`src/rtl/memory_stage.sv`:
```
// ============================================================================
// Module   : memory_stage
// Purpose  : Load/store stage between execute and writeback. Single-outstanding
//            valid/ready data bus, load alignment, misalign and bus-fault traps.
// Revision : 1.0 - initial release
// ============================================================================
`default_nettype none

module memory_stage (
    input  logic        clk,
    input  logic        reset,
    input  logic [31:0] pc_in,
    input  logic [31:0] next_pc_in,
    input  logic [31:0] alu_data_in,
    input  logic [31:0] rs2_data_in,
    input  logic [31:0] csr_data_in,
    input  logic        branch_taken_in,
    input  logic        load_in,
    input  logic        store_in,
    input  logic        load_signed_in,
    input  logic        bypass_memory_in,
    input  logic        csr_write_in,
    input  logic        mret_in,
    input  logic        wfi_in,
    input  logic [1:0]  load_store_size_in,
    input  logic [1:0]  write_select_in,
    input  logic [4:0]  rd_address_in,
    input  logic [11:0] csr_address_in,
    input  logic        valid_in,
    input  logic        exception_in,
    input  logic [3:0]  ecause_in,
    input  logic        stall,
    input  logic        invalidate,
    output logic        mem_stall_out,
    output logic        mem_req,
    output logic        mem_write,
    output logic [31:0] mem_addr,
    output logic [31:0] mem_wdata,
    output logic [3:0]  mem_wstrb,
    input  logic        mem_ready,
    input  logic        mem_rvalid,
    input  logic [31:0] mem_rdata,
    input  logic        mem_error,
    output logic [31:0] pc_out,
    output logic [31:0] next_pc_out,
    output logic [31:0] alu_data_out,
    output logic [31:0] load_data_out,
    output logic [31:0] csr_data_out,
    output logic        branch_taken_out,
    output logic        csr_write_out,
    output logic        mret_out,
    output logic        wfi_out,
    output logic        valid_out,
    output logic        exception_out,
    output logic [1:0]  write_select_out,
    output logic [4:0]  rd_address_out,
    output logic [11:0] csr_address_out,
    output logic [3:0]  ecause_out
);

    localparam logic [1:0] S_IDLE = 2'd0;
    localparam logic [1:0] S_REQ  = 2'd1;
    localparam logic [1:0] S_WAIT = 2'd2;
    localparam logic [1:0] S_DONE = 2'd3;

    localparam logic [1:0] SZ_BYTE = 2'b00;
    localparam logic [1:0] SZ_HALF = 2'b01;
    localparam logic [1:0] SZ_WORD = 2'b10;

    localparam logic [3:0] CAUSE_LD_MISALIGN = 4'd4;
    localparam logic [3:0] CAUSE_LD_FAULT    = 4'd5;
    localparam logic [3:0] CAUSE_ST_MISALIGN = 4'd6;
    localparam logic [3:0] CAUSE_ST_FAULT    = 4'd7;

    typedef struct packed {
        logic [31:0] pc;
        logic [31:0] next_pc;
        logic [31:0] alu_data;
        logic [31:0] load_data;
        logic [31:0] csr_data;
        logic        branch_taken;
        logic        csr_write;
        logic        mret;
        logic        wfi;
        logic        valid;
        logic        exception;
        logic [1:0]  write_select;
        logic [4:0]  rd_address;
        logic [11:0] csr_address;
        logic [3:0]  ecause;
    } wb_t;

    logic [1:0]  state_q, state_d;
    logic        kill_q, kill_d;
    logic [31:0] req_addr_q, req_addr_d;
    logic [31:0] req_wdata_q, req_wdata_d;
    logic [3:0]  req_wstrb_q, req_wstrb_d;
    logic        req_write_q, req_write_d;
    logic [1:0]  req_size_q, req_size_d;
    logic        req_signed_q, req_signed_d;
    logic [1:0]  req_off_q, req_off_d;
    logic [31:0] buf_data_q, buf_data_d;
    logic        buf_err_q, buf_err_d;
    wb_t         out_q, out_d;

    logic        w_aligned, w_mem_op, w_misalign, w_issue;
    logic [31:0] w_wdata, w_load_aligned, w_res_data;
    logic [3:0]  w_wstrb;
    logic        w_res_err;
    wb_t         w_pass, w_result;

    function automatic logic [31:0] align_load(input logic [31:0] data, input logic [1:0] off,
                                               input logic [1:0] size, input logic sgn);
        logic [7:0]  b;
        logic [15:0] h;
        b = data[{off, 3'b000} +: 8];
        h = off[1] ? data[31:16] : data[15:0];
        case (size)
            SZ_BYTE: align_load = {{24{sgn & b[7]}}, b};
            SZ_HALF: align_load = {{16{sgn & h[15]}}, h};
            default: align_load = data;
        endcase
    endfunction

    // Access decode and store lane steering from the execute/memory register
    always_comb begin
        case (load_store_size_in)
            SZ_HALF: w_aligned = ~alu_data_in[0];
            SZ_WORD: w_aligned = (alu_data_in[1:0] == 2'b00);
            default: w_aligned = 1'b1;
        endcase
        w_mem_op   = valid_in && (load_in || store_in) && !bypass_memory_in && !exception_in;
        w_misalign = w_mem_op && !w_aligned;
        w_issue    = (state_q == S_IDLE) && w_mem_op && w_aligned && !invalidate;
        case (load_store_size_in)
            SZ_BYTE: begin
                w_wdata = {4{rs2_data_in[7:0]}};
                w_wstrb = 4'b0001 << alu_data_in[1:0];
            end
            SZ_HALF: begin
                w_wdata = {2{rs2_data_in[15:0]}};
                w_wstrb = alu_data_in[1] ? 4'b1100 : 4'b0011;
            end
            default: begin
                w_wdata = rs2_data_in;
                w_wstrb = 4'b1111;
            end
        endcase
        if (!store_in) w_wstrb = 4'b0000;
    end

    always_comb begin
        w_pass              = '0;
        w_pass.pc           = pc_in;
        w_pass.next_pc      = next_pc_in;
        w_pass.alu_data     = alu_data_in;
        w_pass.csr_data     = csr_data_in;
        w_pass.branch_taken = branch_taken_in;
        w_pass.csr_write    = csr_write_in;
        w_pass.mret         = mret_in;
        w_pass.wfi          = wfi_in;
        w_pass.valid        = valid_in && !invalidate;
        w_pass.exception    = exception_in || w_misalign;
        w_pass.write_select = write_select_in;
        w_pass.rd_address   = rd_address_in;
        w_pass.csr_address  = csr_address_in;
        w_pass.ecause       = w_misalign ? (store_in ? CAUSE_ST_MISALIGN : CAUSE_LD_MISALIGN)
                                         : ecause_in;

        w_load_aligned = req_write_q ? 32'd0
                                     : align_load(mem_rdata, req_off_q, req_size_q, req_signed_q);
        w_res_data     = (state_q == S_DONE) ? buf_data_q : w_load_aligned;
        w_res_err      = (state_q == S_DONE) ? buf_err_q  : mem_error;

        w_result           = w_pass;
        w_result.valid     = w_pass.valid && !kill_q;
        w_result.load_data = w_res_data;
        if (w_res_err && !exception_in) begin
            w_result.exception = 1'b1;
            w_result.ecause    = req_write_q ? CAUSE_ST_FAULT : CAUSE_LD_FAULT;
        end
    end

    // FSM: state register
    always_ff @(posedge clk or posedge reset) begin
        if (reset) begin
            state_q <= S_IDLE;
            kill_q  <= 1'b0;
        end else begin
            state_q <= state_d;
            kill_q  <= kill_d;
        end
    end

    // FSM: next state
    always_comb begin
        state_d = state_q;
        kill_d  = kill_q;
        case (state_q)
            S_IDLE: if (w_issue) state_d = mem_ready ? S_WAIT : S_REQ;
            S_REQ: begin
                if (invalidate) kill_d = 1'b1;
                if (mem_ready) state_d = S_WAIT;
            end
            S_WAIT: begin
                if (invalidate) kill_d = 1'b1;
                if (mem_rvalid) state_d = stall ? S_DONE : S_IDLE;
            end
            default: begin
                if (invalidate) kill_d = 1'b1;
                if (!stall) state_d = S_IDLE;
            end
        endcase
        if (state_d == S_IDLE) kill_d = 1'b0;
    end

    // FSM: outputs; bus fields are zero whenever no request is presented
    always_comb begin
        mem_req       = w_issue || (state_q == S_REQ);
        mem_stall_out = w_issue || (state_q == S_REQ) || ((state_q == S_WAIT) && !mem_rvalid);
        mem_addr      = '0;
        mem_wdata     = '0;
        mem_wstrb     = '0;
        mem_write     = 1'b0;
        if (state_q == S_REQ) begin
            mem_addr  = req_addr_q;
            mem_wdata = req_wdata_q;
            mem_wstrb = req_wstrb_q;
            mem_write = req_write_q;
        end else if (w_issue) begin
            mem_addr  = {alu_data_in[31:2], 2'b00};
            mem_wdata = w_wdata;
            mem_wstrb = w_wstrb;
            mem_write = store_in;
        end
    end

    always_comb begin
        out_d        = out_q;
        buf_data_d   = buf_data_q;
        buf_err_d    = buf_err_q;
        req_addr_d   = req_addr_q;
        req_wdata_d  = req_wdata_q;
        req_wstrb_d  = req_wstrb_q;
        req_write_d  = req_write_q;
        req_size_d   = req_size_q;
        req_signed_d = req_signed_q;
        req_off_d    = req_off_q;
        case (state_q)
            S_IDLE: begin
                if (w_issue) begin
                    req_addr_d   = {alu_data_in[31:2], 2'b00};
                    req_wdata_d  = w_wdata;
                    req_wstrb_d  = w_wstrb;
                    req_write_d  = store_in;
                    req_size_d   = load_store_size_in;
                    req_signed_d = load_signed_in;
                    req_off_d    = alu_data_in[1:0];
                end else if (!stall) begin
                    out_d = w_pass;
                end
            end
            S_WAIT: begin
                if (mem_rvalid) begin
                    buf_data_d = w_load_aligned;
                    buf_err_d  = mem_error;
                    if (!stall) out_d = w_result;
                end
            end
            S_DONE: if (!stall) out_d = w_result;
            default: ;
        endcase
    end

    always_ff @(posedge clk or posedge reset) begin
        if (reset) begin
            out_q        <= '0;
            buf_data_q   <= '0;
            buf_err_q    <= 1'b0;
            req_addr_q   <= '0;
            req_wdata_q  <= '0;
            req_wstrb_q  <= '0;
            req_write_q  <= 1'b0;
            req_size_q   <= '0;
            req_signed_q <= 1'b0;
            req_off_q    <= '0;
        end else begin
            out_q        <= out_d;
            buf_data_q   <= buf_data_d;
            buf_err_q    <= buf_err_d;
            req_addr_q   <= req_addr_d;
            req_wdata_q  <= req_wdata_d;
            req_wstrb_q  <= req_wstrb_d;
            req_write_q  <= req_write_d;
            req_size_q   <= req_size_d;
            req_signed_q <= req_signed_d;
            req_off_q    <= req_off_d;
        end
    end

    assign pc_out           = out_q.pc;
    assign next_pc_out      = out_q.next_pc;
    assign alu_data_out     = out_q.alu_data;
    assign load_data_out    = out_q.load_data;
    assign csr_data_out     = out_q.csr_data;
    assign branch_taken_out = out_q.branch_taken;
    assign csr_write_out    = out_q.csr_write;
    assign mret_out         = out_q.mret;
    assign wfi_out          = out_q.wfi;
    assign valid_out        = out_q.valid;
    assign exception_out    = out_q.exception;
    assign write_select_out = out_q.write_select;
    assign rd_address_out   = out_q.rd_address;
    assign csr_address_out  = out_q.csr_address;
    assign ecause_out       = out_q.ecause;

endmodule

`default_nettype wire

```
`config.mk`:
```
export PLATFORM = sky130hd
export DESIGN_NAME = memory_stage
export DESIGN_NICKNAME = d
export VERILOG_FILES = /design/src/rtl/memory_stage.sv
export SDC_FILE = /design/constraint.sdc
export NUM_CORES = 1
export LEC_CHECK = 0
export CAP_MARGIN = 5
export CORE_AREA = 2 2 194 196
export DETAILED_ROUTE_END_ITERATION = 7
export DIE_AREA = 0 0 196 198
export GPL_TIMING_DRIVEN = 0
export MAX_ROUTING_LAYER = met4
export PLACE_DENSITY = 0.72
export RECOVER_POWER = 50
export SETUP_SLACK_MARGIN = 0.5
export SYNTH_ARGS = -nofsm -noshare
export SYNTH_HDL_FRONTEND = slang
export SYNTH_SLANG_ARGS = --single-unit
export TNS_END_PERCENT = 20
```
`constraint.sdc`:
```
create_clock -name clk -period 22.4 [get_ports clk]
set_input_delay 3.36 -clock clk [delete_from_list [all_inputs] [get_ports clk]]
set_output_delay 3.36 -clock clk [all_outputs]
set_load 0.005 [all_outputs]
```
Word level (Yosys, flattened, before mapping). Index checks and enable logic that the tools add are counted.

Bits of input ports: 234. Logic and storage cells: 111. Bits in registers: 297. Output and inout bits: 260.

Equal/unequal tests: 10. Shifts and indexed selects: 2. Muxes and demuxes: 38. Reduce and logical (&&, ||, !) cells: 32. Bitwise operators: 3.

Operators by type and width (number): 189-bit 2-to-1 mux (4); 189-bit case mux with 3 select lines (1); 32-bit 2-to-1 mux (6); 32-bit case mux with 2 select lines (2); 32-bit by 6-bit indexed part select with 8-bit output (1); 4-bit 2-to-1 mux (6); 16-bit 2-to-1 mux (1); 2-bit 2-to-1 mux (8); 1-bit logical AND (11); 2-bit zero test (5); 4-bit case mux with 2 select lines (1); 1-bit 2-to-1 mux (7); 2-bit by 1-bit == test with 1-bit output, second input constant (3); 2-bit == test, second input constant (3); 1-bit zero test (6); 2-bit inequality test, second input constant (3); 2-bit case mux with 3 select lines (1); 2-bit AND reduction (3); 1-bit logical OR (4); 4-bit AND reduction (1); 1-bit by 2-bit << shifter with 4-bit output, first input constant (1); 3-bit nonzero test (1); 1-bit bitwise AND (2); 2-bit by 1-bit inequality test with 1-bit output, second input constant (1); other kinds (3) (3).

Depth between registers and ports, before layout. Gate-level depths: netlist of the first run.

Depth after elaboration: 12. Depth in mapped cells: 11. Gate-level depth less buffers: 7.

Worst setup path after synthesis of the first run. Ideal clock, no wire load.

Kind: input port to output port. Start point: in load_store_size_in[0]. End point: out mem_wstrb[2]. Required time: 19.040 ns. Buffers on the path: 2. Cell stages on the path: 9. Arrival: 4.825 ns. Slack: 14.215 ns. Cells stage by stage: inv_1 ha_1 or3b_1 nand3_2 and3_1 clkbuf_1 buf_2 nand2_1 o21ai_0.

Word-level cells in the longest chain between the ends: 6. Elaborated cells on any way between the ends: 10. Classes of those cells: 2 x eq/ne; 5 x mux; 3 x reduce/logical.

RTL lines: start, declared (line 25) `input logic [1:0] load_store_size_in,`; 2-bit == test or 2-bit by 1-bit == test with 1-bit output (tied branches) (line 127, 135); 1-bit case mux with 2 select lines (line 127) `case (load_store_size_in)`; 1-bit logical AND (2 in a row) (line 134) `w_issue = (state_q == S_IDLE) && w_mem_op && w_aligned && !invalidate;`; 4-bit 2-to-1 mux * (line 230) `end else if (w_issue) begin`; 4-bit 2-to-1 mux * (line 225) `if (state_q == S_REQ) begin`; end, declared (line 39) `output logic [3:0] mem_wstrb,`.

Every way passes the cells marked *; elsewhere a longest branch is shown, timed or not.

==> metrics.md, run 1 <==
| Metric | Value |
|---|---|
| Total global routing overflow | 0 |
| Distinct cells, synth | a little over 50 |
| Synthesized area | roughly 14,000 um2 |
| Violated checks | capacitance limit, slew limit |
| Yosys top cell area share | a little over half |
| Post-synth EDFFs | 0 |
| Startpoint types | input pin |
| Avg Cell Area, Syn | between 10 and 15 um2 |
| Critical Path RT | between 20 and 25 ns |
| Max VDD drop | ~0.000075 V |
| CTS Hold Buffers Added | 0 |
| Seq/Total Area, Yosys | a little over half |
| Critical path arrival | 10.63 ns |
| Setup tns final | 0 ns |
| Most common cell after layout, fill and taps aside | clkdlybuf4s50_1 |
| Die width | around 200 um |
| Initial drt markers | around 700 |
| Logic pwr share | 41.9% |
| Net Sw Power | just over 800 uW |
| Vias per cell | slightly above 5 |
| Post-synthesis mux area share | a little under a fifth |
| Total track usage | 24.2% |
| Row count | 71 |
| Routed Antenna Nets | 0 |
| Power density over the cells | around 130 nW/um2 |
| # port buffers | 490 |
| Largest cells by area after synthesis | dfrtp_1 55%, mux2_4 14%, nand2_1 8.0%, o21ai_0 3.3%, mux2_2 2.6% |
| Vias in the first global route | ~12,000 |
| # Post-CTS Setup Buffers | 0 |
| HP Class | flop to flop |
| Slew headroom | -277% |
| Dpl hpwl | 34.9 mm |
| Switching portion of total power | 32.0% |
| Htree depth | 2 |
| P_int | 1760 uW |
| Clock tree buffer depth | 3 |
| Clk_skew | roughly 0.013 ns |
| Share of layout cells above drive strength 1 | 14.4% |
| DRC violations left | 0 |
| Initial antenna violation count | 5 |
| FFs w/ async S/R, synth | 100% |
| Max cap viols | 2 |
| Top_reg_cell synth | dfrtp_1 |
| Most frequent cells in the layout | 298 x clkdlybuf4s50_1, 297 x dfrtp_1, 290 x nand2_1 |
| Crit Path Max Fanout | about 110 |
| Clock Sinks | 297 |
| Minimum clock period | between 10 and 15 ns |
| Post-CTS Resized | 0 |
| Inserted Clock Buffers | 34 |
| Clk pwr share | 21.9% |
| Leakage | 0.00916 uW |
| Wirelength per Cell | between 20 and 25 um |
| First-pass GRT wire length | between 60 and 70 mm |
| Post-synth top area cell | dfrtp_1 |
| Die area | approximately 39,000 um2 |
| Simple-Gate Fraction of Synth Area | a little under an eighth |
| Reg power frac | between 30% and 40% |
| Setup-failing EPs final | 0 |
| Worst-Margin Slew | around 5.7 ns |
| TritonCTS clock tree | built |
| Layout area overhead | 48.9% |
| # nets final | between 1,500 and 2,000 |
| Max-slew violation count | between 200 and 250 |
| Synth warnings | 0 |
| Filler instances | between 3,000 and 4,000 |
| Largest net degree at the start of global routing | between 100 and 150 |
| Largest family of logic cells by synthesized area | multiplexers |
| XOR/XNOR Fraction of Synth Area | 0% |
| Final GP Congestion | roughly 0.86 |
| Synth Area in Adders | 0.275% |
| Status | finished with violations |
| Clock root cell | clkbuf_16 |
| Period utilization | roughly half |
| Compound-Gate Fraction of Synth Area | ~11% |
| Mapped Cells | 1,181 |
| Pre-Repair DR Iteration Count | 5 |
| Hold slack | ~0.47 ns |
| Fmax | between 80 and 90 MHz |
| IO Count | around 490 |
| Critical path endpoint category | asynchronous set/reset pin |
| WL final | 46.4 mm |
| Crit Path Class | input pin to asynchronous set/reset pin |
| Latest clock arrival within the worst-skew pair | between 0.5 and 0.6 ns |
| Die Y | roughly 200 um |
| Clk slew on worst S/H paths | around 0.060 ns |
| Yosys reg bits | about 300 |
| Initial Util | between 30% and 40% |
| RSZ-0062 raised after global routing | no |
| Hold Vio Cnt, Final | 0 |
| Via count of the routed design | 11,400 |
| Core area | roughly 37,000 um2 |
[power by group through the flow]
stage | Combinational, uW | Clock [uW] | Sequential [uW]
finish | 1090 | 568 | 938
global route | 1170 | 601 | 969
CTS | 1160 | 580 | 944
detailed placement | 1150 | 0 | 946
global placement | 1130 | 0 | 939
floorplan | 576 | 0 | 929
[cell type report]
cell class	count	area, um2	area share, %
well taps	474	593	2.92
clock inverters	7	66.3	0.327
multi-input cells	792	5590	27.5
repair buffers	492	4940	24.3
diodes	5	12.5	0.0617
clock buffers	53	1060	5.24
inverters	12	46.3	0.228
plain buffers	81	557	2.74
flip-flops and latches	297	7430	36.6
[worst paths after layout]
| path | startpoint | end | slack (ns) | depth (start not counted) |
|---|---|---|---|---|
| setup / recovery | reset | load_data_out[24] | 11.04 | 3 |
| hold / removal | req_wdata_q[2] | req_wdata_q[2] | 0.47 | 2 |
| setup reg to reg | state_q[0] | buf_data_q[22] | 19.76 | 6 |
| hold reg to reg | req_wdata_q[2] | req_wdata_q[2] | 0.47 | 2 |
| max in group clk | load_store_size_in[1] | mem_addr[28] | 12.59 | 12 |
| min in group asynchronous | reset | req_wdata_q[26] | 4.63 | 2 |
[synth_stat cells (all sizes together), types with 2 or more instances]
cell type and number:
o22ai 6, nor3b 3, o21ai 89, ha 3, mux2 160, nor2 19, nor2b 3, nor4 4
nand3 35, o221ai 4, a22o 34, dfrtp 297, buf 31, mux2i 16, inv 11, a22oi 20
nand3b 2, o211ai 14, a221o 8, nand2b 10, o2111ai 7, a21o 5, clkbuf 50, a21oi 44
nand2 291, and2 2
[critical path, cell delays in order]
cell,delay (ns)
dlygate4sd3_1,0.54
clkinvlp_2,2.48
clkbuf_1,4.11
[state kept, by name, indices dropped and copies added, names as in the netlist, 5 cells and up]
| signal | cells |
|---|---|
| alu_data_out | 32 |
| csr_address_out | 12 |
| load_data_out | 32 |
| csr_data_out | 32 |
| req_wdata_q | 32 |
| buf_data_q | 32 |
| pc_out | 32 |
| req_addr_q | 30 |
| rd_address_out | 5 |
| next_pc_out | 32 |
[metal layers]
layer | GRT usage (%) | share of wire (%)
met2 | 37.4 | 48
met1 | 30.7 | 41
met5 | - | 0
met4 | 8.92 | 3.2
met3 | 6.64 | 8.1
[per-stage QoR]
step | cell area, um2 | setup slack [ns] | std cells | power [uW] | util, %
after floorplan | 13600 | 10.84 | 1182 | 1510 | -
after global placement | 19100 | 6.96 | 2146 | 2070 | 51.8
after global routing | 20300 | 9.31 | 2213 | 2740 | 54.9
after detailed placement | 19200 | 12.61 | 2148 | 2100 | 51.9
final | 20300 | 11.04 | 2213 | 2590 | 54.9
after CTS | 20300 | 12.59 | 2208 | 2680 | 55.0
[kinds of logic after synthesis]
logic type | Yosys count
and+or+nand+nor | 373
buffers and inverters | 93
muxes | 177
DFF | 297
adders and majority gates | 3
other | 1
AOI/OAI and AO/OA | 237
Note: power is estimated with default switching activity, not from simulation.
==> run 2: changes to the inputs <==
==> constraint.sdc (replaced) <==
create_clock -name clk -period 11.5 [get_ports clk]
set_input_delay 1.725 -clock clk [delete_from_list [all_inputs] [get_ports clk]]
set_output_delay 1.725 -clock clk [all_outputs]
set_load 0.005 [all_outputs]
==> run 2 against run 1 <==
Against the previous run: the run still ends with capacitance limit, slew limit left; worst setup slack worse by 6.1 ns; global-route usage unchanged; routed wire length about the same; critical endpoint is now mem_addr[28]; highest routed layer unchanged.
==> metrics.md, run 2 (synthesis results as in run 1) <==
| Metric | Value |
|---|---|
| Worst-Margin Slew | 4.62 ns (-1.03 ns) |
| Max stage delay on crit path | 0.58 ns (-3.53 ns) |
| IO Count | 494 (unchanged) |
| Startpoint types | input pin |
| # port buffers | 490 (unchanged) |
| Total global routing overflow | 0 (unchanged) |
| Minimum clock period | between 6 and 7 ns |
| Critical Path RT | 9.78 ns (-11.89 ns) |
| Die Y | 198 um (unchanged) |
| Clk slew on worst S/H paths | 0.06 ns (about the same) |
| Sink of the worst hold path | req_wdata_q[2] |
| Crit-path leading delay family | buffers and inverters |
| Initial antenna violation count | 5 (unchanged) |
| Fmax | about 150 MHz |
| Die width | 196 um (unchanged) |
| Crit path buffers/inverters | 4 (+1) |
| Violated checks | capacitance limit, slew limit |
| First-pass GRT wire length | 70.0 mm (unchanged) |
| Pre-Repair DR Iteration Count | 5 (unchanged) |
| Routed Antenna Nets | 0 (unchanged) |
| Post-Layout Cell Count | 2,213 (unchanged) |
| Wirelength per Cell | 21.0 um (about the same) |
| Clock root cell | clkbuf_16 |
| # Post-CTS Setup Buffers | 0 (unchanged) |
| Max VDD drop | 0.000146 V (+95%) |
| Most common cell after layout, fill and taps aside | clkdlybuf4s50_1 |
| Power density over the cells | 249 nW/um2 (+95%) |
| Period utilization | 56.8% |
| Total track usage | 24.2% (unchanged) |
| Row count | 71 (unchanged) |
| Reg2Reg Depth | 6 (unchanged) |
| Filler instances | 3,159 (-0.063%) |
| Htree depth | 2 (unchanged) |
| Most frequent cells in the layout | 298 x clkdlybuf4s50_1, 297 x dfrtp_1, 290 x nand2_1 |
| Clock tree buffer depth | 3 (unchanged) |
| Vias per cell | 5.15 (-0.45%) |
| TritonCTS clock tree | built |
| Critical hold path startpoint | req_wdata_q[2] |
| Crit Path Class | input pin to output pin |
| DR WL met2 | 22.0 mm (-0.28%) |
| CTS Hold Buffers Added | 0 (unchanged) |
| Clk_skew | 0.0143 ns (+0.00155 ns) |
| R2R Setup Slk | 8.85 ns (-10.91 ns) |
| Slowest stage cell, crit path | clkdlybuf4s50_1 |
| Hold Path Depth | 2 (unchanged) |
| Max-slew violation count | 102 (-51%) |
| RSZ-0062 raised after global routing | no |
| Met1 Routed Length | 19.2 mm (+0.41%) |
| Top routing layer in use | met4 |
| DP Worst Slack | 4.98 ns (-7.63 ns) |
| Crit path cell chain | clkdlybuf4s50_1 > or3b_1 > nand3_1 > and3_1 > clkbuf_1 > clkbuf_1 > nand2_1 > nand2_1 > clkdlybuf4s50_1 |
| Post-CTS Resized | 0 (unchanged) |
| Max cap viols | 1 (-1) |
| DRC violations left | 0 (unchanged) |
| Final Power | 5050 uW (+95%) |
| # nets final | 1,947 (unchanged) |
| Share of layout cells above drive strength 1 | 14.5% (+0.058 points) |
| Routed wl met3 | 3.76 mm (about the same) |
| Die area | 38,800 um2 (unchanged) |
| Placed insts | 2,148 (unchanged) |
| Setup-failing EPs final | 0 (unchanged) |
| Hold Vio Cnt, Final | 0 (unchanged) |
| Layout area overhead | 49.1% |
| Design Area, Final | 20,300 um2 (+0.12%) |
| HP Class | flop to flop |
| Via count of the routed design | 11,400 (-0.45%) |
| DP Area | 19,200 um2 (unchanged) |
| Slew headroom | -210% (+67 points) |
| Status | finished with violations |
| Leakage | 0.00917 uW (+0.13%) |
| Final GP Congestion | 0.859 (unchanged) |
| Inserted Clock Buffers | 34 (unchanged) |
| Largest net degree at the start of global routing | 106 (unchanged) |
| Worst Slack Setup Final | 4.97 ns (-6.07 ns) |
| Critical path endpoint category | output pin |
| Initial drt markers | 713 (+1.7%) |
| Core area | 37,000 um2 (unchanged) |
| Crit Path Max Fanout | 10 (-90%) |
| Latest clock arrival within the worst-skew pair | 0.54 ns (about the same) |
| WL final | 46.5 mm (about the same) |
| Dpl hpwl | 34.9 mm (unchanged) |
| Initial Util | 36.9% (unchanged) |
| Vias in the first global route | 11,800 (unchanged) |
| Clock Sinks | 297 (unchanged) |
| Critical path arrival | 4.80 ns (-5.83 ns) |
| Worst reg2reg path endpoint | buf_data_q[22] |
| Reg2reg start | state_q[0] |
[run 2: area by class of cell]
type | count | area [um2] | share of cell area [%]
multi-input cells | 792 | 5590 | 27.5
flip-flops and latches | 297 | 7430 | 36.6
well taps | 474 | 593 | 2.92
diodes | 5 | 12.5 | 0.0616
plain buffers | 81 | 557 | 2.74
inverters | 12 | 46.3 | 0.228
repair buffers | 492 | 4960 | 24.4
clock inverters | 7 | 66.3 | 0.326
clock buffers | 53 | 1060 | 5.23
[run 2: metal layers]
layer,vias to the layer above,track usage [%]
met3,81,6.64
met2,487,37.4
li1,5179,-
met1,5648,30.7
met5,-,-
met4,0,8.92
[run 2: worst max path at each step]
stage,from,to,slack [ns],depth (start not counted)
2_1_floorplan,reset,alu_data_out[0],1.57,1
4_1_cts,load_store_size_in[1],mem_addr[28],4.96,12
6_report,alu_data_in[0],mem_addr[28],4.97,9
3_5_place_dp,load_store_size_in[1],mem_addr[28],4.98,12
3_3_place_gp,reset,next_pc_out[3],-2.30,2
5_1_grt,load_store_size_in[1],mem_addr[28],4.62,12
[run 2: power breakdown]
part | internal (uW) | total, uW | switching, uW | leakage [uW]
clock network | 658 | 1110 | 448 | 0.000559
registers | 1540 | 1830 | 290 | 0.00368
logic | 1240 | 2120 | 877 | 0.00493
total | 3440 | 5050 | 1620 | 0.00917
[run 2: stage by stage]
step	hold slack (ns)	utilization, %	setup TNS (ns)
after floorplan	0.446	-	0
after global placement	0.458	51.8	-673.51
after detailed placement	0.463	51.9	0
after CTS	0.478	55.0	0
after global routing	0.499	55.0	0
final	0.474	55.0	0
[run 2: tightest hold or removal path, cell delays in order, from the launching register on]
cell and delay, ns:
dfrtp_1 0.34, nand2_1 0.05, nand2_1 0.06
==> run 3: changes to the inputs <==
--- a/config.mk
+++ b/config.mk
@@ -6,12 +6,12 @@
 export NUM_CORES = 1
 export LEC_CHECK = 0
 export CAP_MARGIN = 5
-export CORE_AREA = 2 2 194 196
+export CORE_AREA = 2 2 191 193
 export DETAILED_ROUTE_END_ITERATION = 7
-export DIE_AREA = 0 0 196 198
+export DIE_AREA = 0 0 193 195
 export GPL_TIMING_DRIVEN = 0
 export MAX_ROUTING_LAYER = met4
-export PLACE_DENSITY = 0.72
+export PLACE_DENSITY = 0.76
 export RECOVER_POWER = 50
 export SETUP_SLACK_MARGIN = 0.5
 export SYNTH_ARGS = -nofsm -noshare
==> constraint.sdc (replaced) <==
create_clock -name clk -period 5.8 [get_ports clk]
set_input_delay 0.87 -clock clk [delete_from_list [all_inputs] [get_ports clk]]
set_output_delay 0.87 -clock clk [all_outputs]
set_load 0.005 [all_outputs]
==> run 3 against run 2 <==
Against the previous run: the run still ends with capacitance limit, slew limit left; highest routed layer unchanged; core utilization is 2.5 points higher; largest power group unchanged; combinational power up 100%; global-route usage grew 1.1 points; non-clock buffer count rose by 5; cell count down 0.41%; critical endpoint unchanged; first-iteration DRC count is 6.2% lower; sequential share of layout area barely moved; largest cell class unchanged.
==> metrics.md, run 3 (synthesis results as in run 1) <==
| Metric | Value |
|---|---|
| # port buffers | 490 (unchanged) |
| Max VDD drop | 0.000426 V (+190%) |
| Post-Layout Cell Count | 2,204 (-0.41%) |
| Wirelength per Cell | 21.4 um (+2.0%) |
| Placed insts | 2,140 (-0.37%) |
| Fmax | about 200 MHz |
| Worst-Margin Slew | 2.18 ns (-2.44 ns) |
| Period utilization | 84.2% |
| Post-CTS Resized | 0 (unchanged) |
| Die area | 37,600 um2 (-3.0%) |
| Slew headroom | -45.6% (+160 points) |
| Via count of the routed design | 11,600 (+1.6%) |
| Total track usage | 25.3% (+1.1 points) |
| DP Area | 19,300 um2 (+0.34%) |
| Met1 Resource Use GR | 31.2% (+0.50 points) |
| Clk slew on worst S/H paths | 0.06 ns (about the same) |
| Row count | 69 (-2.8%) |
| # nets final | 1,953 (+0.31%) |
| Crit Path Max Fanout | 10 (unchanged) |
| Status | finished with violations |
| Power density over the cells | 497 nW/um2 (+100%) |
| M3 GR Usage | 5.25% (-1.4 points) |
| Final Power | 10,100 uW (+100%) |
| Violated checks | capacitance limit, slew limit |
| Routed Antenna Nets | 0 (unchanged) |
| Most used routing layer | met2 |
| Initial drt markers | 669 (-6.2%) |
| Final GP Congestion | 0.887 (+3.3%) |
| Initial antenna violation count | 3 (-2) |
| DRC violations left | 0 (unchanged) |
| Clock root cell | clkbuf_16 |
| Core area | 35,400 um2 (-4.2%) |
| Clock tree buffer depth | 3 (unchanged) |
| Most frequent cells in the layout | 333 x clkdlybuf4s50_1, 297 x dfrtp_1, 290 x nand2_1 |
| Setup-failing EPs final | 0 (unchanged) |
| Design Area, Final | 20,300 um2 (+0.10%) |
| WL final | 47.2 mm (+1.5%) |
| Hold Vio Cnt, Final | 0 (unchanged) |
| Share of layout cells above drive strength 1 | 14.7% (+0.25 points) |
| Clock Sinks | 297 (unchanged) |
| Vias per cell | 5.25 (+2.0%) |
| # Post-CTS Setup Buffers | 0 (unchanged) |
| Clk_skew | 0.0152 ns (+0.000841 ns) |
| Most common cell after layout, fill and taps aside | clkdlybuf4s50_1 |
| Total global routing overflow | 0 (unchanged) |
| Die width | 193 um (-1.5%) |
| Minimum clock period | slightly below 5 ns |
| Latest clock arrival within the worst-skew pair | 0.51 ns (-0.03 ns) |
| Met2 Use GR | 41.1% (+3.7 points) |
| Max cap viols | 3 (+2) |
| Htree depth | 2 (unchanged) |
| Inserted Clock Buffers | 35 (+2.9%) |
| Largest net degree at the start of global routing | 43 (-59%) |
| Filler instances | 2,908 (-7.9%) |
| Max-slew violation count | 115 (+13%) |
| DP Worst Slack | 0.874 ns (-4.10 ns) |
| Leakage | 0.00917 uW (about the same) |
| Dpl hpwl | 36.0 mm (+3.1%) |
| Layout area overhead | 49.2% |
| Critical path arrival | 4.01 ns (-0.79 ns) |
| Critical Path RT | 4.93 ns (-4.85 ns) |
| Startpoint types | input pin |
| First-pass GRT wire length | 70.9 mm (+1.4%) |
| Crit Path Class | input pin to output pin |
| TritonCTS clock tree | built |
| IO Count | 494 (unchanged) |
| CTS Hold Buffers Added | 0 (unchanged) |
| Die Y | 195 um (-1.5%) |
| Pre-Repair DR Iteration Count | 7 (+2) |
| Vias in the first global route | 12,000 (+1.8%) |
| HP Class | flop to flop |
| Critical path endpoint category | output pin |
| Initial Util | 38.5% (+1.6 points) |
| RSZ-0062 raised after global routing | no |
| Worst Slack Setup Final | 0.918 ns (-4.05 ns) |
[run 3: cell types whose count changed in the layout (fill, tap and decap cells not counted), sizes merged]
cell	change
clkdlybuf4s50	+35
dlygate4sd3	-35
clkbuf	+5
clkinv	-1
clkinvlp	+1
diode	-1
[run 3: per-layer routing]
metal | up-vias | share of wire (%)
met4 | 0 | 3.7
li1 | 5186 | -
met1 | 5756 | 40
met2 | 527 | 49
met3 | 108 | 7.6
met5 | - | 0
[run 3: final cells by class]
type,count,area [um2],share of cell area (%)
sequential,297,7430,36.5
multi-input combinational,792,5590,27.5
timing repair buffer,497,4970,24.4
clock buffer,53,1090,5.34
tap,461,577,2.84
buffer,81,557,2.74
clock inverter,7,68.8,0.338
inverter,12,46.3,0.228
antenna,4,10.0,0.0492
[run 3: worst paths after layout]
path | startpoint | end | slack, ns | cells past startpoint
min | req_addr_q[28] | req_addr_q[28] | 0.48 | 2
max in group asynchronous | reset | csr_data_out[3] | 1.11 | 5
min reg2reg | req_addr_q[28] | req_addr_q[28] | 0.48 | 2
min in group asynchronous | reset | req_wdata_q[16] | 1.22 | 2
max reg2reg | state_q[0] | load_data_out[24] | 3.28 | 7
max | load_store_size_in[1] | mem_addr[28] | 0.92 | 12
[run 3: critical path, stage by stage]
cell,delay [ns]
clkdlybuf4s50_1,0.46
inv_1,0.11
ha_1,0.14
clkbuf_1,0.26
nand2b_1,0.12
nand3_1,0.19
and3_1,0.18
clkbuf_1,0.31
clkbuf_1,0.57
nand2_1,0.15
nand2_1,0.11
clkdlybuf4s50_1,0.53
[run 3: metrics by stage]
stage | util [%] | setup TNS, ns | hold slack [ns]
3_3_place_gp | 54.0 | -331.75 | 0.458
4_1_cts | 57.7 | 0 | 0.480
6_report | 57.5 | 0 | 0.480
5_1_grt | 57.5 | 0 | 0.497
3_5_place_dp | 54.4 | 0 | 0.465
2_1_floorplan | - | 0 | 0.446
[run 3: power breakdown]
part           leakage [uW]  switching, uW  internal (uW)
registers           0.00368            594           3050
logic               0.00492           1760           2510
clock network      0.000566            879           1330
total               0.00917           3230           6890
